## config.mk

```make
export PLATFORM = sky130hd
export DESIGN_NAME = icon_bar_display_flat
export DESIGN_NICKNAME = d
export VERILOG_FILES = /design/src/rtl/hud_pkg.sv /design/src/rtl/icon_bar_display_if.sv /design/src/rtl/icon_bar_blink.sv /design/src/rtl/icon_bar_display.sv /design/src/flat_wrapper.sv
export SDC_FILE = /design/constraint.sdc
export NUM_CORES = 1
export LEC_CHECK = 0
export ABC_AREA = 0
export BUFFER_PORTS_ARGS = -buffer_cell sky130_fd_sc_hd__buf_2
export CAP_MARGIN = 20
export CELL_PAD_IN_SITES_DETAIL_PLACEMENT = 0
export CELL_PAD_IN_SITES_GLOBAL_PLACEMENT = 1
export CORE_MARGIN = 2
export CORE_UTILIZATION = 40
export CTS_CLUSTER_DIAMETER = 40
export DETAILED_ROUTE_END_ITERATION = 6
export PLACE_DENSITY = 0.86
export REMOVE_ABC_BUFFERS = 1
export SLEW_MARGIN = 20
export SYNTH_ARGS = -nofsm -noshare
export SYNTH_HDL_FRONTEND = slang
export SYNTH_HIERARCHICAL = 1
export SYNTH_SLANG_ARGS = --single-unit
export TNS_END_PERCENT = 30
```

## constraint.sdc

```tcl
create_clock -name clk -period 5.2 [get_ports clk]
set_input_delay 0.26 -clock clk [delete_from_list [all_inputs] [get_ports clk]]
set_output_delay 0.26 -clock clk [all_outputs]
set_load 0.03 [all_outputs]
```

## src/rtl/hud_pkg.sv

```systemverilog
// Shared HUD definitions for the icon bar display.
// Holds the per-bar blink FSM state type, the default icon geometry and a small
// count-clamping helper used by the bar FSMs.
package hud_pkg;

    typedef enum logic {
        IDLE  = 1'b0,
        BLINK = 1'b1
    } bar_state_e;

    localparam int unsigned DEF_ICON_W = 16;
    localparam int unsigned DEF_ICON_H = 16;

    function automatic int unsigned clamp_count(int unsigned value, int unsigned max_count);
        return (value > max_count) ? max_count : value;
    endfunction

endpackage

```

## src/rtl/icon_bar_display_if.sv

```systemverilog
// Pixel-side bus of the icon bar display.
// master: drives frame pulse, per-bar counts and scan position; receives draw info.
// slave : the display block.
//   startOfFrame  one-cycle pulse at the start of each frame
//   count         per-bar icon count, NUM_BARS x COUNT_W
//   pixelX/Y      current scan pixel (11 bits each)
//   drawReq       pixel lies inside a visible icon (registered, 1 clk later)
//   offsetX/Y     pixel offset inside the icon
//   barId         bar being drawn
//   lostIcon      drawn icon is a blinking lost icon
interface icon_bar_display_if #(
    parameter int unsigned NUM_BARS = 2,
    parameter int unsigned COUNT_W  = 3
) ();
    localparam int unsigned BAR_W = (NUM_BARS > 1) ? $clog2(NUM_BARS) : 1;

    logic                              startOfFrame;
    logic [NUM_BARS-1:0][COUNT_W-1:0]  count;
    logic [10:0]                       pixelX;
    logic [10:0]                       pixelY;
    logic                              drawReq;
    logic [10:0]                       offsetX;
    logic [10:0]                       offsetY;
    logic [BAR_W-1:0]                  barId;
    logic                              lostIcon;

    modport master (
        output startOfFrame, count, pixelX, pixelY,
        input  drawReq, offsetX, offsetY, barId, lostIcon
    );

    modport slave (
        input  startOfFrame, count, pixelX, pixelY,
        output drawReq, offsetX, offsetY, barId, lostIcon
    );
endinterface

```

## src/rtl/icon_bar_blink.sv

```systemverilog
// Per-bar count tracker and lost-icon blink FSM.
// Samples count only on start-of-frame; a drop in count makes the lost icons
// blink for BLINK_FRAMES frames before they disappear.
//   clk_i, reset_i  clock, synchronous active-high reset
//   sof_i           start-of-frame pulse
//   count_i         raw count for this bar (clamped to MAX_COUNT internally)
//   state_o         IDLE / BLINK
//   shown_o         icons currently occupying the bar (incl. blinking ones)
//   floor_o         icons that stay solid while blinking
//   phase_o         1 = lost icons visible in this blink half-phase
module icon_bar_blink
    import hud_pkg::*;
#(
    parameter int unsigned COUNT_W      = 3,
    parameter int unsigned MAX_COUNT    = 7,
    parameter int unsigned BLINK_FRAMES = 60,
    parameter int unsigned BLINK_PERIOD = 8
) (
    input  logic               clk_i,
    input  logic               reset_i,
    input  logic               sof_i,
    input  logic [COUNT_W-1:0] count_i,
    output bar_state_e         state_o,
    output logic [COUNT_W-1:0] shown_o,
    output logic [COUNT_W-1:0] floor_o,
    output logic               phase_o
);
    localparam int unsigned FC_W = (BLINK_FRAMES > 1) ? $clog2(BLINK_FRAMES) : 1;
    localparam int unsigned PC_W = (BLINK_PERIOD > 1) ? $clog2(BLINK_PERIOD) : 1;

    logic [COUNT_W-1:0] eff;
    logic [FC_W-1:0]    frame_q;
    logic [PC_W-1:0]    period_q;

    always_comb begin
        eff = COUNT_W'(clamp_count(32'(count_i), MAX_COUNT));
    end

    always_ff @(posedge clk_i) begin
        if (reset_i) begin
            state_o  <= IDLE;
            shown_o  <= '0;
            floor_o  <= '0;
            frame_q  <= '0;
            period_q <= '0;
            phase_o  <= 1'b0;
        end else if (sof_i) begin
            unique case (state_o)
                IDLE: begin
                    if (eff >= shown_o) begin
                        shown_o <= eff;
                    end else begin
                        floor_o  <= eff;
                        state_o  <= BLINK;
                        frame_q  <= '0;
                        period_q <= '0;
                        phase_o  <= 1'b1;
                    end
                end
                BLINK: begin
                    if (eff > floor_o) begin
                        // Count recovered: drop the blink and show the new count.
                        shown_o  <= eff;
                        state_o  <= IDLE;
                        frame_q  <= '0;
                        period_q <= '0;
                        phase_o  <= 1'b0;
                    end else if (eff < floor_o) begin
                        // Further loss: widen the blinking range, restart timing.
                        floor_o  <= eff;
                        frame_q  <= '0;
                        period_q <= '0;
                        phase_o  <= 1'b1;
                    end else if (frame_q == FC_W'(BLINK_FRAMES - 1)) begin
                        shown_o  <= floor_o;
                        state_o  <= IDLE;
                        frame_q  <= '0;
                        period_q <= '0;
                        phase_o  <= 1'b0;
                    end else begin
                        frame_q <= frame_q + 1'b1;
                        if (period_q == PC_W'(BLINK_PERIOD - 1)) begin
                            period_q <= '0;
                            phase_o  <= ~phase_o;
                        end else begin
                            period_q <= period_q + 1'b1;
                        end
                    end
                end
                default: state_o <= IDLE;
            endcase
        end
    end
endmodule

```

## src/rtl/icon_bar_display.sv

```systemverilog
// HUD icon bar renderer: NUM_BARS rows of up to MAX_COUNT icons each.
// Per-bar counting/blinking lives in icon_bar_blink; this module does the pixel
// hit-test and registers all outputs (1 clk after pixelX/pixelY).
//   clk    system clock
//   reset  synchronous active-high reset
//   bus    icon_bar_display_if slave: frame pulse, counts, scan pixel in;
//          drawReq, offsetX/Y, barId, lostIcon out
module icon_bar_display
    import hud_pkg::*;
#(
    parameter int unsigned NUM_BARS     = 2,
    parameter int unsigned COUNT_W      = 3,
    parameter int unsigned MAX_COUNT    = 7,
    parameter int unsigned ICON_W       = DEF_ICON_W,
    parameter int unsigned ICON_H       = DEF_ICON_H,
    parameter int          TLX          = 10,
    parameter int          TLY          = 40,
    parameter int unsigned ROW_PITCH    = 20,
    parameter int unsigned BLINK_FRAMES = 60,
    parameter int unsigned BLINK_PERIOD = 8
) (
    input  logic               clk,
    input  logic               reset,
    icon_bar_display_if.slave  bus
);
    localparam int unsigned BAR_W = (NUM_BARS > 1) ? $clog2(NUM_BARS) : 1;

    bar_state_e         state     [NUM_BARS];
    logic [COUNT_W-1:0] shown_cnt [NUM_BARS];
    logic [COUNT_W-1:0] floor_cnt [NUM_BARS];
    logic               phase     [NUM_BARS];

    for (genvar b = 0; b < NUM_BARS; b++) begin : g_bar
        icon_bar_blink #(
            .COUNT_W      (COUNT_W),
            .MAX_COUNT    (MAX_COUNT),
            .BLINK_FRAMES (BLINK_FRAMES),
            .BLINK_PERIOD (BLINK_PERIOD)
        ) u_blink (
            .clk_i   (clk),
            .reset_i (reset),
            .sof_i   (bus.startOfFrame),
            .count_i (bus.count[b]),
            .state_o (state[b]),
            .shown_o (shown_cnt[b]),
            .floor_o (floor_cnt[b]),
            .phase_o (phase[b])
        );
    end

    logic             hit_d;
    logic             lost_d;
    logic [10:0]      off_x_d;
    logic [10:0]      off_y_d;
    logic [BAR_W-1:0] bar_d;
    int               rel_x;
    int               rel_y;
    int               idx;
    int               solid_lim;

    // 32-bit signed arithmetic: no wrap for pixels left of / above the bars.
    always_comb begin
        hit_d     = 1'b0;
        lost_d    = 1'b0;
        off_x_d   = '0;
        off_y_d   = '0;
        bar_d     = '0;
        rel_x     = int'(bus.pixelX) - TLX;
        rel_y     = 0;
        idx       = 0;
        solid_lim = 0;
        // Descending so the lowest matching bar is written last and wins.
        for (int b = NUM_BARS - 1; b >= 0; b--) begin
            rel_y = int'(bus.pixelY) - (TLY + b * int'(ROW_PITCH));
            if (rel_x >= 0 && rel_y >= 0 && rel_y < int'(ICON_H)) begin
                idx       = rel_x / int'(ICON_W);
                solid_lim = (state[b] == BLINK) ? int'(floor_cnt[b]) : int'(shown_cnt[b]);
                if (idx < solid_lim ||
                    (state[b] == BLINK && phase[b] && idx < int'(shown_cnt[b]))) begin
                    hit_d   = 1'b1;
                    lost_d  = (idx >= solid_lim);
                    off_x_d = 11'(rel_x - idx * int'(ICON_W));
                    off_y_d = 11'(rel_y);
                    bar_d   = BAR_W'(b);
                end
            end
        end
    end

    always_ff @(posedge clk) begin
        if (reset) begin
            bus.drawReq  <= 1'b0;
            bus.offsetX  <= '0;
            bus.offsetY  <= '0;
            bus.barId    <= '0;
            bus.lostIcon <= 1'b0;
        end else begin
            bus.drawReq  <= hit_d;
            bus.offsetX  <= off_x_d;
            bus.offsetY  <= off_y_d;
            bus.barId    <= bar_d;
            bus.lostIcon <= lost_d;
        end
    end
endmodule

```

## src/flat_wrapper.sv

```systemverilog
// flat-port wrapper written by rule: the top's interface ports become plain ports
module icon_bar_display_flat import hud_pkg::*;
#(
    parameter int unsigned NUM_BARS     = 2,
    parameter int unsigned COUNT_W      = 3,
    parameter int unsigned MAX_COUNT    = 7,
    parameter int unsigned ICON_W       = DEF_ICON_W,
    parameter int unsigned ICON_H       = DEF_ICON_H,
    parameter int          TLX          = 10,
    parameter int          TLY          = 40,
    parameter int unsigned ROW_PITCH    = 20,
    parameter int unsigned BLINK_FRAMES = 60,
    parameter int unsigned BLINK_PERIOD = 8
)
  (clk, reset, bus_startOfFrame, bus_count, bus_pixelX, bus_pixelY, bus_drawReq, bus_offsetX, bus_offsetY, bus_barId, bus_lostIcon);
  icon_bar_display_if #(.NUM_BARS(NUM_BARS), .COUNT_W(COUNT_W)) bus_i ();
  input  logic clk;
  input  logic reset;
  input wire logic [$bits(bus_i.startOfFrame)-1:0] bus_startOfFrame;
  input wire logic [$bits(bus_i.count)-1:0] bus_count;
  input wire logic [$bits(bus_i.pixelX)-1:0] bus_pixelX;
  input wire logic [$bits(bus_i.pixelY)-1:0] bus_pixelY;
  output wire logic [$bits(bus_i.drawReq)-1:0] bus_drawReq;
  output wire logic [$bits(bus_i.offsetX)-1:0] bus_offsetX;
  output wire logic [$bits(bus_i.offsetY)-1:0] bus_offsetY;
  output wire logic [$bits(bus_i.barId)-1:0] bus_barId;
  output wire logic [$bits(bus_i.lostIcon)-1:0] bus_lostIcon;
  assign bus_i.startOfFrame = bus_startOfFrame;
  assign bus_i.count = bus_count;
  assign bus_i.pixelX = bus_pixelX;
  assign bus_i.pixelY = bus_pixelY;
  assign bus_drawReq = bus_i.drawReq;
  assign bus_offsetX = bus_i.offsetX;
  assign bus_offsetY = bus_i.offsetY;
  assign bus_barId = bus_i.barId;
  assign bus_lostIcon = bus_i.lostIcon;
  icon_bar_display #(.NUM_BARS(NUM_BARS), .COUNT_W(COUNT_W), .MAX_COUNT(MAX_COUNT), .ICON_W(ICON_W), .ICON_H(ICON_H), .TLX(TLX), .TLY(TLY), .ROW_PITCH(ROW_PITCH), .BLINK_FRAMES(BLINK_FRAMES), .BLINK_PERIOD(BLINK_PERIOD)) u_core (.clk(clk), .reset(reset), .bus(bus_i));
endmodule
```

Word-level counts from Yosys, hierarchy flattened
Index checks and enable logic that the tools add are counted.
{"block": "op_classes", "add_sub_neg": 9, "magnitude_cmp": 17, "eq_ne": 18, "n_mux": 82, "bitwise_logic": 5, "reduce_logical": 19}
{"operator": "32-bit by 4-bit < comparator with 1-bit output", "n": 4}
{"operator": "11-bit two-way mux", "n": 8}
{"operator": "3-bit two-way mux", "n": 26}
{"operator": "32-bit by 1-bit greater-or-equal comparator with 1-bit output (second input constant)", "n": 2}
{"operator": "32-bit by 4-bit greater-or-equal comparator with 1-bit output", "n": 2}
{"operator": "32-bit by 6-bit < comparator with 1-bit output (second input constant)", "n": 2}
{"operator": "6-bit two-way mux", "n": 8}
{"operator": "3-bit case mux with 2 select lines", "n": 6}
{"operator": "32-bit by 1-bit adder with 32-bit output", "n": 1}
{"operator": "1-bit two-way mux", "n": 28}
{"operator": "6-bit case mux with 2 select lines", "n": 2}
{"operator": "11-bit by 6-bit subtractor with 12-bit output (second input constant)", "n": 2}
{"operator": "4-bit AND reduction", "n": 4}
{"operator": "6-bit by 1-bit adder with 6-bit output (second input constant)", "n": 2}
{"operator": "6-bit equality test (second input constant)", "n": 2}
{"operator": "12-bit by 1-bit greater-or-equal comparator with 1-bit output (second input constant)", "n": 1}
{"operator": "2-bit != test (second input constant)", "n": 6}
{"operator": "11-bit by 4-bit subtractor with 12-bit output (second input constant)", "n": 1}
{"operator": "11-bit subtractor", "n": 1}
{"operator": "5-bit by 1-bit != test with 1-bit output (second input constant)", "n": 2}
{"operator": "1-bit logical AND", "n": 8}
{"operator": "1-bit case mux with 2 select lines", "n": 4}
{"operator": "3-bit by 1-bit adder with 3-bit output (second input constant)", "n": 2}
{"operator": "3-bit equality test (second input constant)", "n": 2}
{"operator": "other kinds (12)", "n": 24}
{"block": "totals", "regBits": 59, "in_bits": 31, "output_inout_bits": 25}

Longest topological paths before layout
Gate-level depths: netlist of the first run.
{"block": "logic_depth", "depth_word": 11, "mapped_depth": 23, "mapped_depth_nobuf": 20}

Modules after synthesis
The synthesis of the first run kept the hierarchy.
{"mod": "icon_bar_blink", "instances": 2, "cells_per_inst": 136, "area_each_um2": 1138.6}
{"mod": "icon_bar_display", "instances": 1, "cells_per_inst": 266, "area_each_um2": 2223.4}

Worst setup path before layout of the first run
No wires, ideal clock.
{"block": "synth_timing", "path_kind": "input port to flip-flop", "start": "input bus_pixelX[1]", "end": "register u_core.bus.lostIcon", "setup_time_ns": 0.079, "arrival_time_ns": 4.815, "required_ns": 5.121, "path_slack_ns": 0.306, "stages": 23, "cell_sequence": "clkbuf_1 > inv_1 > ha_1 > and2b_1 > clkbuf_1 > or3_1 > nor2_1 > ha_1 > inv_1 > or4_1 > a221oi_4 > and2_1 > nand2_1 > ha_1 > nor4bb_1 > nand4_1 > nor3_1 > o21ai_0 > a31oi_1 > nor2_1 > o31a_1 > buf_6 > a211oi_2"}
{"block": "synth_between", "elab_chain_len": 11, "word_cells_on_any_way": 23, "cone_classes": "2 x add/sub; 7 x order compare; 4 x mux; 1 x bitwise; 9 x reduce/logical"}
{"element": "from (decl)", "line_no": "flat_wrapper.sv:21", "rtl": "input wire logic [$bits(bus_i.pixelX)-1:0] bus_pixelX;"}
{"element": "11-bit by 4-bit subtractor with 12-bit output *", "line_no": "icon_bar_display.sv:68", "rtl": "rel_x = int'(bus.pixelX) - TLX;"}
{"element": "4-bit OR reduction (no line)"}
{"element": "1-bit bitwise AND (no line)"}
{"element": "32-bit by 1-bit adder with 32-bit output (no line)"}
{"element": "32-bit by 4-bit < comparator with 1-bit output", "line_no": "icon_bar_display.sv:79", "rtl": "(state[b] == BLINK && phase[b] && idx < int'(shown_cnt[b]))) begin"}
{"element": "1-bit logical AND", "line_no": "icon_bar_display.sv:79"}
{"element": "1-bit logical OR", "line_no": "icon_bar_display.sv:78", "rtl": "if (idx < solid_lim ||"}
{"element": "1-bit two-way mux", "line_no": "icon_bar_display.sv:78"}
{"element": "1-bit two-way mux", "line_no": "icon_bar_display.sv:75", "rtl": "if (rel_x >= 0 && rel_y >= 0 && rel_y < int'(ICON_H)) begin"}
{"element": "1-bit two-way mux", "line_no": "icon_bar_display.sv:78"}
{"element": "1-bit two-way mux *", "line_no": "icon_bar_display.sv:75"}
{"element": "to (signal assigned)", "line_no": "icon_bar_display.sv:102", "rtl": "bus.lostIcon <= lost_d;"}
{"element": "to (decl)", "line_no": "icon_bar_display_if.sv:34", "rtl": "output drawReq, offsetX, offsetY, barId, lostIcon"}
Every way passes the cells marked *; elsewhere a longest branch is shown, timed or not.
A chain may end at the register's enable or synchronous reset.

Final worst setup path of the first run
{"block": "layout_timing", "start": "input bus_pixelX[5]", "end": "register u_core.bus.offsetX[10]"}
{"block": "layout_between", "elab_chain_len": 10, "word_cells_on_any_way": 21, "cone_classes": "3 x add/sub; 5 x order compare; 4 x mux; 1 x bitwise; 8 x reduce/logical"}
{"element": "11-bit by 4-bit subtractor with 12-bit output *", "line_no": "icon_bar_display.sv:68"}
{"element": "1-bit bitwise AND (no line)"}
{"element": "32-bit by 1-bit adder with 32-bit output (no line)"}
{"element": "32-bit by 4-bit < comparator with 1-bit output", "line_no": "icon_bar_display.sv:79"}
{"element": "1-bit logical AND", "line_no": "icon_bar_display.sv:79"}
{"element": "1-bit logical OR", "line_no": "icon_bar_display.sv:78"}
{"element": "11-bit two-way mux", "line_no": "icon_bar_display.sv:78"}
{"element": "11-bit two-way mux", "line_no": "icon_bar_display.sv:75"}
{"element": "11-bit two-way mux", "line_no": "icon_bar_display.sv:78"}
{"element": "11-bit two-way mux *", "line_no": "icon_bar_display.sv:75"}
{"element": "to (signal assigned)", "line_no": "icon_bar_display.sv:93", "rtl": "bus.offsetX <= '0;"}
{"element": "to (signal assigned)", "line_no": "icon_bar_display.sv:99", "rtl": "bus.offsetX <= off_x_d;"}
{"element": "to (decl)", "line_no": "icon_bar_display_if.sv:34"}
Marks and branches as above.

==> summary.md, run 1 <==
| Metric | Value |
|---|---|
| Setup crit end kind | `register` |
| # IOs | `56` |
| Crit-path cells | `buf_2 > nor4_2 > nand2_1 > or3_1 > nor2_1 > ha_1 > inv_1 > or4_1 > a221oi_4 > and2_1 > nand2_1 > ha_1 > nor4bb_1 > nand4_1 > nor3_2 > o21ai_0 > a31oi_1 > nor2_1 > o31a_2 > buf_4 > nor2_1` |
| First-iteration detailed-routing DRC count | `268` |
| DR WL/cell | `14.8 microns` |
| # DRC | `0` |
| Min cycle time layout | `4.77 ns` |
| Top cell by count, worst path | `nor2_1` |
| WP data arrival | `5.05 ns` |
| Worst setup path endpoint | `u_core/bus.offsetX[10]` |
| Rows | `38` |
| Max_slew headroom | `46.6%` |
| Worst Setup Path Type | `in2reg` |
| IO Port Bufs | `55` |
| Worst Hold Class | `in2reg` |
| Initial antenna violation count | `0` |
| Critical Path Fanout Max | `12` |
| Final hold violation count | `0` |
| Routed WL | `11.0 mm` |
| Commonest non-fill, non-tap cell in the layout | `dfxtp_1` |
| Asr flop ratio synth | `0%` |
| Seq/Total Area, Yosys | `26.2%` |
| Worst r2r src | `u_core/g_bar[1].u_blink/state_o` |
| CTS Root Cell | `clkbuf_8` |
| Antenna Cells | `0` |
| Slew Limit Fails | `0` |
| Post-synth top area share | `26.2%` |
| Post-synth top flop | `dfxtp_1` |
| Total track usage | `18.7%` |
| CP max stage cell | `or4_1` |
| CP peak stage delay | `0.58 ns` |
| Placer Congestion | `0.922` |
| Seq pwr share | `39.6%` |
| H-tree levels | `3` |
| Period utilization | `91.7%` |
| RR Endpoint | `u_core/bus.offsetY[0]` |
| Hold_buf cts | `0` |
| Startpoint Class | `primary input` |
| Via count | `4,258` |
| Final TNS setup | `0 ns` |
| Placed cell count | `728` |
| Final setup viols | `0` |
| Vias in the first global route | `3,978` |
| Cell count after synthesis | `538` |
| TritonCTS Buffers | `9` |
| Total grt overflow | `0` |
| Synth warnings | `6` |
| Core box area | `0.0109 sq mm` |
| Largest area contributor in the synthesized netlist | `dfxtp_1` |
| Clk_skew | `0.0111 ns` |
| CTS tree | `done` |
| Die height | `110 microns` |
| Peak VDD IR | `0.158 mV` |
| Total power | `0.00126 W` |
| Switching share of power | `34.1%` |
| Hold WS | `0.137 ns` |
| Width of the die | `110 microns` |
| 1st-pass router iterations | `4` |
| Largest cells by area after synthesis | `dfxtp_1, ha_1, nand3_1` |
| Largest net degree at the start of global routing | `34` |
| Clock slew at reported path FFs | `0.08 ns` |
| Fmax | `210 MHz` |
| P&R area growth vs syn | `13.7%` |
| Critical path startpoint | `bus_pixelX[5]` |
| R2R depth | `10` |
| PD cells | `247 mW/mm^2` |
| Die Area | `0.0121 sq mm` |
| Combinational power share | `27.4%` |
| Req. time, crit path | `5.49 ns` |
| Insertion delay to the later sink of the worst-skew pair | `0.35 ns` |
| P_sw | `0.000430 W` |
| First-pass GRT wire length | `18.3 mm` |
| Netlist Area Pre-Place | `0.00450 sq mm` |
| Longest Clk Path Bufs | `2` |
| Vias per inst | `5.72` |
| RSZ-0062 raised after global routing | `false` |
| Worst Max-Slew Pin Slew | `0.800 ns` |
| Synth Register Bits | `59` |
| Power share of the clock group | `32.9%` |
| Ratio of cells with drive above 1 in the final layout | `16.7%` |
| HPWL Detailed | `8.26 mm` |
| Leak | `2.09 nW` |
| Outcome | `finished clean` |
| Initial Util | `41.3%` |
| Total clock sinks | `59` |
| Antenna Nets Post-Route | `0` |
| Non-filler cells, final | `744` |
| Fin nets | `678` |
| Worst R2R Setup Slack | `2.21 ns` |
| Int Power | `0.000831 W` |
| Unique masters post-synth | `68` |
| Mean post-synth cell area | `8.37 sq um` |
| Most frequent cells in the layout | `dfxtp_1, buf_2, ha_1, inv_1, nand3_1` |
| Post-synth EDFFs | `0` |
| Max cap viols | `0` |
==> metrics by stage <==
step	util (%)	setup WS [ns]	instance area, sq um
detailed placement	45.1	-0.112	4910
CTS	46.9	0.240	5100
global route	47.0	0.0538	5120
floorplan	-	0.530	4420
global placement	45.1	0.176	4910
finish	47.0	0.434	5120
==> critical path, delay by kind of cell <==
family                     cells  cell delay, ns
adders and majority gates      2            0.52
and+or+nand+nor               12            2.74
buffers and inverters          3            0.42
AOI/OAI and AO/OA              4            1.10
==> synth_stat cells (8+ instances only) <==
master     n
a211oi_1   8
a21oi_1   21
a31oi_1   14
buf_2      8
dfxtp_1   59
ha_1      48
inv_1     45
mux2i_1   11
nand2_1   40
nand2b_1   8
nand3_1   43
nand4_1    9
nand4b_1   8
nor2_1    30
nor2b_1    8
nor3_1    15
o211ai_1  10
o21a_1    10
o21ai_0   10
xnor2_1   12
==> metal layers <==
| layer | part of all wire, % | vias up | routed length, microns | track usage, % |
|---|---|---|---|---|
| met2 | 49 | 87 | 5440 | 32.8 |
| met3 | 3.8 | 15 | 423 | 3.82 |
| li1 | - | 2133 | - | - |
| met1 | 46 | 2023 | 5020 | 23.3 |
| met4 | 1.2 | 0 | 133 | 4.70 |
| met5 | 0 | - | 0 | 0 |
==> power groups by stage <==
stage                     clock [W]  sequential (W)  combinational [W]
after floorplan                   0        0.000508           0.000242
after global placement            0        0.000510           0.000331
after detailed placement          0        0.000510           0.000339
after CTS                  0.000428        0.000500           0.000342
after global routing       0.000445        0.000504           0.000385
final                      0.000415        0.000500           0.000346
==> layout make-up <==
cell class              instances  area, sq um
fillers                      1055         5770
flip-flops and latches         59         1180
repair buffers                 60          313
multi-input cells             424         3090
clock inverters                 7         68.8
clock buffers                   9          124
well taps                     140          175
inverters                      45          169
==> cells by family (layout without fill, tap and decap cells) <==
| logic type | after synthesis | after routing | share of synthesized area (%) |
|---|---|---|---|
| mux | 13 | 13 | 2.95 |
| simple gates | 200 | 200 | 24.0 |
| compound gates | 137 | 137 | 23.4 |
| fa+ha+maj | 48 | 48 | 13.3 |
| buf+inv | 62 | 121 | 6.06 |
| other cells | 1 | 8 | 0.0833 |
| flops | 59 | 59 | 26.2 |
| xor+xnor | 18 | 18 | 3.84 |
==> registers in the layout (all words and copies together), names as in the netlist, 2 cells and up <==
signal and cells:
u_core/g_bar.u_blink/phase_o 2, u_core/g_bar.u_blink/shown_o 6, u_core/g_bar.u_blink/period_q 6, u_core/bus.offsetY 11, u_core/g_bar.u_blink/state_o 2, u_core/g_bar.u_blink/floor_o 6
u_core/bus.offsetX 11, u_core/g_bar.u_blink/frame_q 12
==> how the worst min path moves through the flow <==
stage / startpoint / depth (start not counted) / slack (ns) / endpoint
after detailed placement: u_core/g_bar[1].u_blink/period_q[2] / 2 / 0.47 / u_core/g_bar[1].u_blink/period_q[2]
after global placement: u_core/g_bar[0].u_blink/period_q[1] / 2 / 0.45 / u_core/g_bar[0].u_blink/period_q[1]
final: bus_pixelY[1] / 2 / 0.14 / u_core/bus.offsetY[1]
after floorplan: reset / 1 / 0.33 / u_core/g_bar[0].u_blink/frame_q[0]
after CTS: bus_pixelY[1] / 2 / 0.13 / u_core/bus.offsetY[1]
after global routing: bus_pixelY[1] / 2 / 0.13 / u_core/bus.offsetY[1]
==> timing repair <==
action / CTS / global route
resized for setup: 0 / 3
hold endpoints to repair: 0 / 0
buffers inserted: 0 / 0
endpoints found under the setup margin: 0 / 15
Note: power is estimated with default switching activity, not from simulation.
==> run 2, diff against run 1 <==
--- a/config.mk
+++ b/config.mk
@@ -5,16 +5,16 @@
 export SDC_FILE = /design/constraint.sdc
 export NUM_CORES = 1
 export LEC_CHECK = 0
-export ABC_AREA = 0
+export ABC_AREA = 1
 export BUFFER_PORTS_ARGS = -buffer_cell sky130_fd_sc_hd__buf_2
 export CAP_MARGIN = 20
 export CELL_PAD_IN_SITES_DETAIL_PLACEMENT = 0
 export CELL_PAD_IN_SITES_GLOBAL_PLACEMENT = 1
 export CORE_MARGIN = 2
-export CORE_UTILIZATION = 40
+export CORE_UTILIZATION = 39
 export CTS_CLUSTER_DIAMETER = 40
 export DETAILED_ROUTE_END_ITERATION = 6
-export PLACE_DENSITY = 0.86
+export PLACE_DENSITY = 0.87
 export REMOVE_ABC_BUFFERS = 1
 export SLEW_MARGIN = 20
 export SYNTH_ARGS = -nofsm -noshare
==> run 2 against run 1 <==
Against the previous run:
- power is 18% higher
- flip-flop and latch count unchanged
- cell area increased by 7.9%
- first-iteration DRC count shrank 1.5%
- clock skew down 0.0067 ns
- fmax increased by 20%
- routed wire length down 5.9%
- combinational power is 9.2% higher
- final cell count rose by 23%
- sequential power increased by 0.8%
- global-route usage fell by 2.4 points
==> summary.md, run 2 <==
| Metric | Value |
|---|---|
| 1st-pass router iterations | `4 (unchanged)` |
| Switching share of power | `31.4% (was 34.1%)` |
| H-tree levels | `3 (unchanged)` |
| PD cells | `270 mW/mm^2 (was 247 mW/mm^2)` |
| Max_slew headroom | `60.3% (was 46.6%)` |
| Antenna Nets Post-Route | `0 (unchanged)` |
| Synth Register Bits | `59 (unchanged)` |
| Width of the die | `115 microns (was 110 microns)` |
| Max cap viols | `0 (unchanged)` |
| Initial Util | `39.8% (was 41.3%)` |
| DR WL/cell | `11.3 microns (was 14.8 microns)` |
| Antenna Cells | `0 (unchanged)` |
| Vias per inst | `4.84 (was 5.72)` |
| Biggest register | `u_core/g_bar.u_blink/frame_q (unchanged)` |
| Seq pwr share | `33.9% (was 39.6%)` |
| Via count | `4,428 (was 4,258)` |
| Largest cells by area after synthesis | `dfxtp_1, ha_1, nand2_1 (was dfxtp_1, ha_1, nand3_1)` |
| Most frequent cells in the layout | `nand2_1, nor2_1, inv_1, dfxtp_1, buf_2 (was dfxtp_1, buf_2, ha_1, inv_1, nand3_1)` |
| Insertion delay to the later sink of the worst-skew pair | `0.33 ns (was 0.35 ns)` |
| Leak | `2.78 nW (was 2.09 nW)` |
| Setup crit end kind | `register (unchanged)` |
| Fmax | `252 MHz (was 210 MHz)` |
| Global Route met1 Usage | `19.4% (was 23.3%)` |
| Combinational power share | `25.4% (was 27.4%)` |
| Largest net degree at the start of global routing | `16 (was 34)` |
| P&R area growth vs syn | `15.3% (was 13.7%)` |
| Total track usage | `16.3% (was 18.7%)` |
| Final TNS setup | `0 ns (unchanged)` |
| Total clock sinks | `59 (unchanged)` |
| Die height | `115 microns (was 110 microns)` |
| Worst Hold Class | `in2reg (unchanged)` |
| Power share of the clock group | `40.8% (was 32.9%)` |
| Met2 GRT Util | `29.0% (was 32.8%)` |
| GRT met3 Usage | `3.22% (was 3.82%)` |
| Top-count cell post-synth | `nand2_1 (was dfxtp_1)` |
| Outcome | `finished clean (unchanged)` |
| Die Area | `0.0132 sq mm (was 0.0121 sq mm)` |
| Period utilization | `76.2% (was 91.7%)` |
| Int Power | `0.00102 W (was 0.000831 W)` |
| P_sw | `0.000468 W (was 0.000430 W)` |
| Postcts setup bufs | `0 (unchanged)` |
| Placer Congestion | `0.896 (was 0.922)` |
| Synth warnings | `6 (unchanged)` |
| Hold Path Depth | `3 (was 2)` |
| TritonCTS Buffers | `9 (unchanged)` |
| # IOs | `56 (unchanged)` |
| Post-synth EDFFs | `0 (unchanged)` |
| Startpoint Class | `primary input (unchanged)` |
| Rows | `40 (was 38)` |
| HPWL Detailed | `8.41 mm (was 8.26 mm)` |
| Core box area | `0.0120 sq mm (was 0.0109 sq mm)` |
| Mean post-synth cell area | `6.90 sq um (was 8.37 sq um)` |
| CTS tree | `done (unchanged)` |
| Max reg flops | `12 (unchanged)` |
| Post-synth top flop | `dfxtp_1 (unchanged)` |
| Post-synth top area share | `24.7% (was 26.2%)` |
| Clock slew at reported path FFs | `0.05 ns (was 0.08 ns)` |
| CTS Root Cell | `clkbuf_16 (was clkbuf_8)` |
| Hold WS | `0.178 ns (was 0.137 ns)` |
| Worst Setup Path Type | `in2reg (unchanged)` |
| Commonest non-fill, non-tap cell in the layout | `nand2_1 (was dfxtp_1)` |
| Initial antenna violation count | `0 (unchanged)` |
| Seq/Total Area, Yosys | `24.7% (was 26.2%)` |
| Req. time, crit path | `5.46 ns (was 5.49 ns)` |
| Vias in the first global route | `4,097 (was 3,978)` |
| # DRC | `0 (unchanged)` |
| Netlist Area Pre-Place | `0.00479 sq mm (was 0.00450 sq mm)` |
| R2R depth | `14 (was 10)` |
| Biggest regs | `u_core/g_bar.u_blink/frame_q: 12 flops, u_core/bus.offsetX: 11 flops, u_core/bus.offsetY: 11 flops (unchanged)` |
| Critical Path Fanout Max | `15 (was 12)` |
| First-pass GRT wire length | `17.6 mm (was 18.3 mm)` |
| WP data arrival | `4.22 ns (was 5.05 ns)` |
| Ratio of cells with drive above 1 in the final layout | `20.9% (was 16.7%)` |
| Clk_skew | `0.00440 ns (was 0.0111 ns)` |
| Fin nets | `841 (was 678)` |
| Gr busiest metal | `met2 (unchanged)` |
| Min cycle time layout | `3.96 ns (was 4.77 ns)` |
| Hold_buf cts | `0 (unchanged)` |
| Longest Clk Path Bufs | `2 (unchanged)` |
| RSZ-0062 raised after global routing | `false (unchanged)` |
| Peak VDD IR | `0.133 mV (was 0.158 mV)` |
| Post-synth top cells | `nand2_1, nor2_1, inv_1, dfxtp_1, nand3_1 (was dfxtp_1, ha_1, inv_1, nand3_1, nand2_1)` |
| Post_cts resized | `0 (unchanged)` |
| First-iteration detailed-routing DRC count | `264 (was 268)` |
| Worst Max-Slew Pin Slew | `0.595 ns (was 0.800 ns)` |
| Unique masters post-synth | `41 (was 68)` |
| Final setup viols | `0 (unchanged)` |
| Final hold violation count | `0 (unchanged)` |
| IO Port Bufs | `55 (unchanged)` |
| Routed WL | `10.4 mm (was 11.0 mm)` |
| Total grt overflow | `0 (unchanged)` |
| Largest area contributor in the synthesized netlist | `dfxtp_1 (unchanged)` |
| Cell count after synthesis | `694 (was 538)` |
| Asr flop ratio synth | `0% (unchanged)` |
| Slew Limit Fails | `0 (unchanged)` |
run 2: power by group through the flow:
stage	combinational [W]	sequential [W]	clock [W]
floorplan	0.000284	0.000513	0
global placement	0.000370	0.000513	0
detailed placement	0.000379	0.000514	0
CTS	0.000381	0.000504	0.000627
global route	0.000431	0.000508	0.000646
finish	0.000378	0.000504	0.000607
run 2: cells by family after synthesis:
| family | synth area share [%] |
|---|---|
| other | 0.0784 |
| buffers and inverters | 9.46 |
| XOR/XNOR | 3.84 |
| AND/OR/NAND/NOR | 42.0 |
| flip-flops | 24.7 |
| AO/OA/AOI/OAI | 6.95 |
| multiplexers | 0.471 |
| adder cells (fa/ha/maj) | 12.5 |
run 2: through the flow:
step / worst slack [ns] / std cells / cell area, sq um / power (W) / utilization, %
after floorplan: 1.63 / 696 / 4750 / 0.000796 / -
after global placement: 1.11 / 898 / 5210 / 0.000882 / 43.3
after detailed placement: 0.896 / 898 / 5210 / 0.000893 / 43.3
after CTS: 1.24 / 914 / 5520 / 0.00151 / 46.0
after global routing: 0.715 / 914 / 5520 / 0.00159 / 46.0
final: 1.24 / 914 / 5520 / 0.00149 / 46.0
run 2: cell type report:
cell class / count / area [sq um]
Fill cell: 1215 / 6490
Sequential cell: 59 / 1180
Clock buffer: 12 / 267
Multi-Input combinational cell: 535 / 3180
Clock inverter: 4 / 47.5
Timing Repair Buffer: 55 / 275
Tap cell: 147 / 184
Inverter: 102 / 388
run 2: worst paths after layout:
kind                                       from                            endpoint  slack, ns
max                               bus_pixelX[1]               u_core/bus.offsetX[3]       1.24
min                               bus_pixelY[1]               u_core/bus.offsetY[1]       0.18
max reg2reg     u_core/g_bar[1].u_blink/state_o               u_core/bus.offsetX[3]       2.58
min reg2reg  u_core/g_bar[0].u_blink/frame_q[1]  u_core/g_bar[0].u_blink/frame_q[1]       0.49
run 2: metal layers:
metal | routed length (microns) | vias up
met3 | 281 | 16
met4 | 191 | 0
met5 | 0 | -
li1 | - | 2352
met2 | 5160 | 63
met1 | 4720 | 1997
run 2: critical path: stages:
cell	delay, ns
buf_2	0.14
inv_1	0.06
ha_1	0.18
inv_1	0.08
nand2_2	0.09
nand2_2	0.06
nor2_1	0.11
nand2_1	0.15
a41oi_1	0.27
ha_1	0.26
ha_1	0.24
nand3_2	0.12
nor2_4	0.24
nand3_1	0.13
ha_1	0.30
nand4_1	0.16
nor2_1	0.12
inv_1	0.08
a2111oi_0	0.36
nand2_1	0.09
nand2_1	0.09
nand2_2	0.06
nand2_4	0.07
nand2_4	0.07
nand2_4	0.09
nand2_4	0.17
nor2_2	0.14
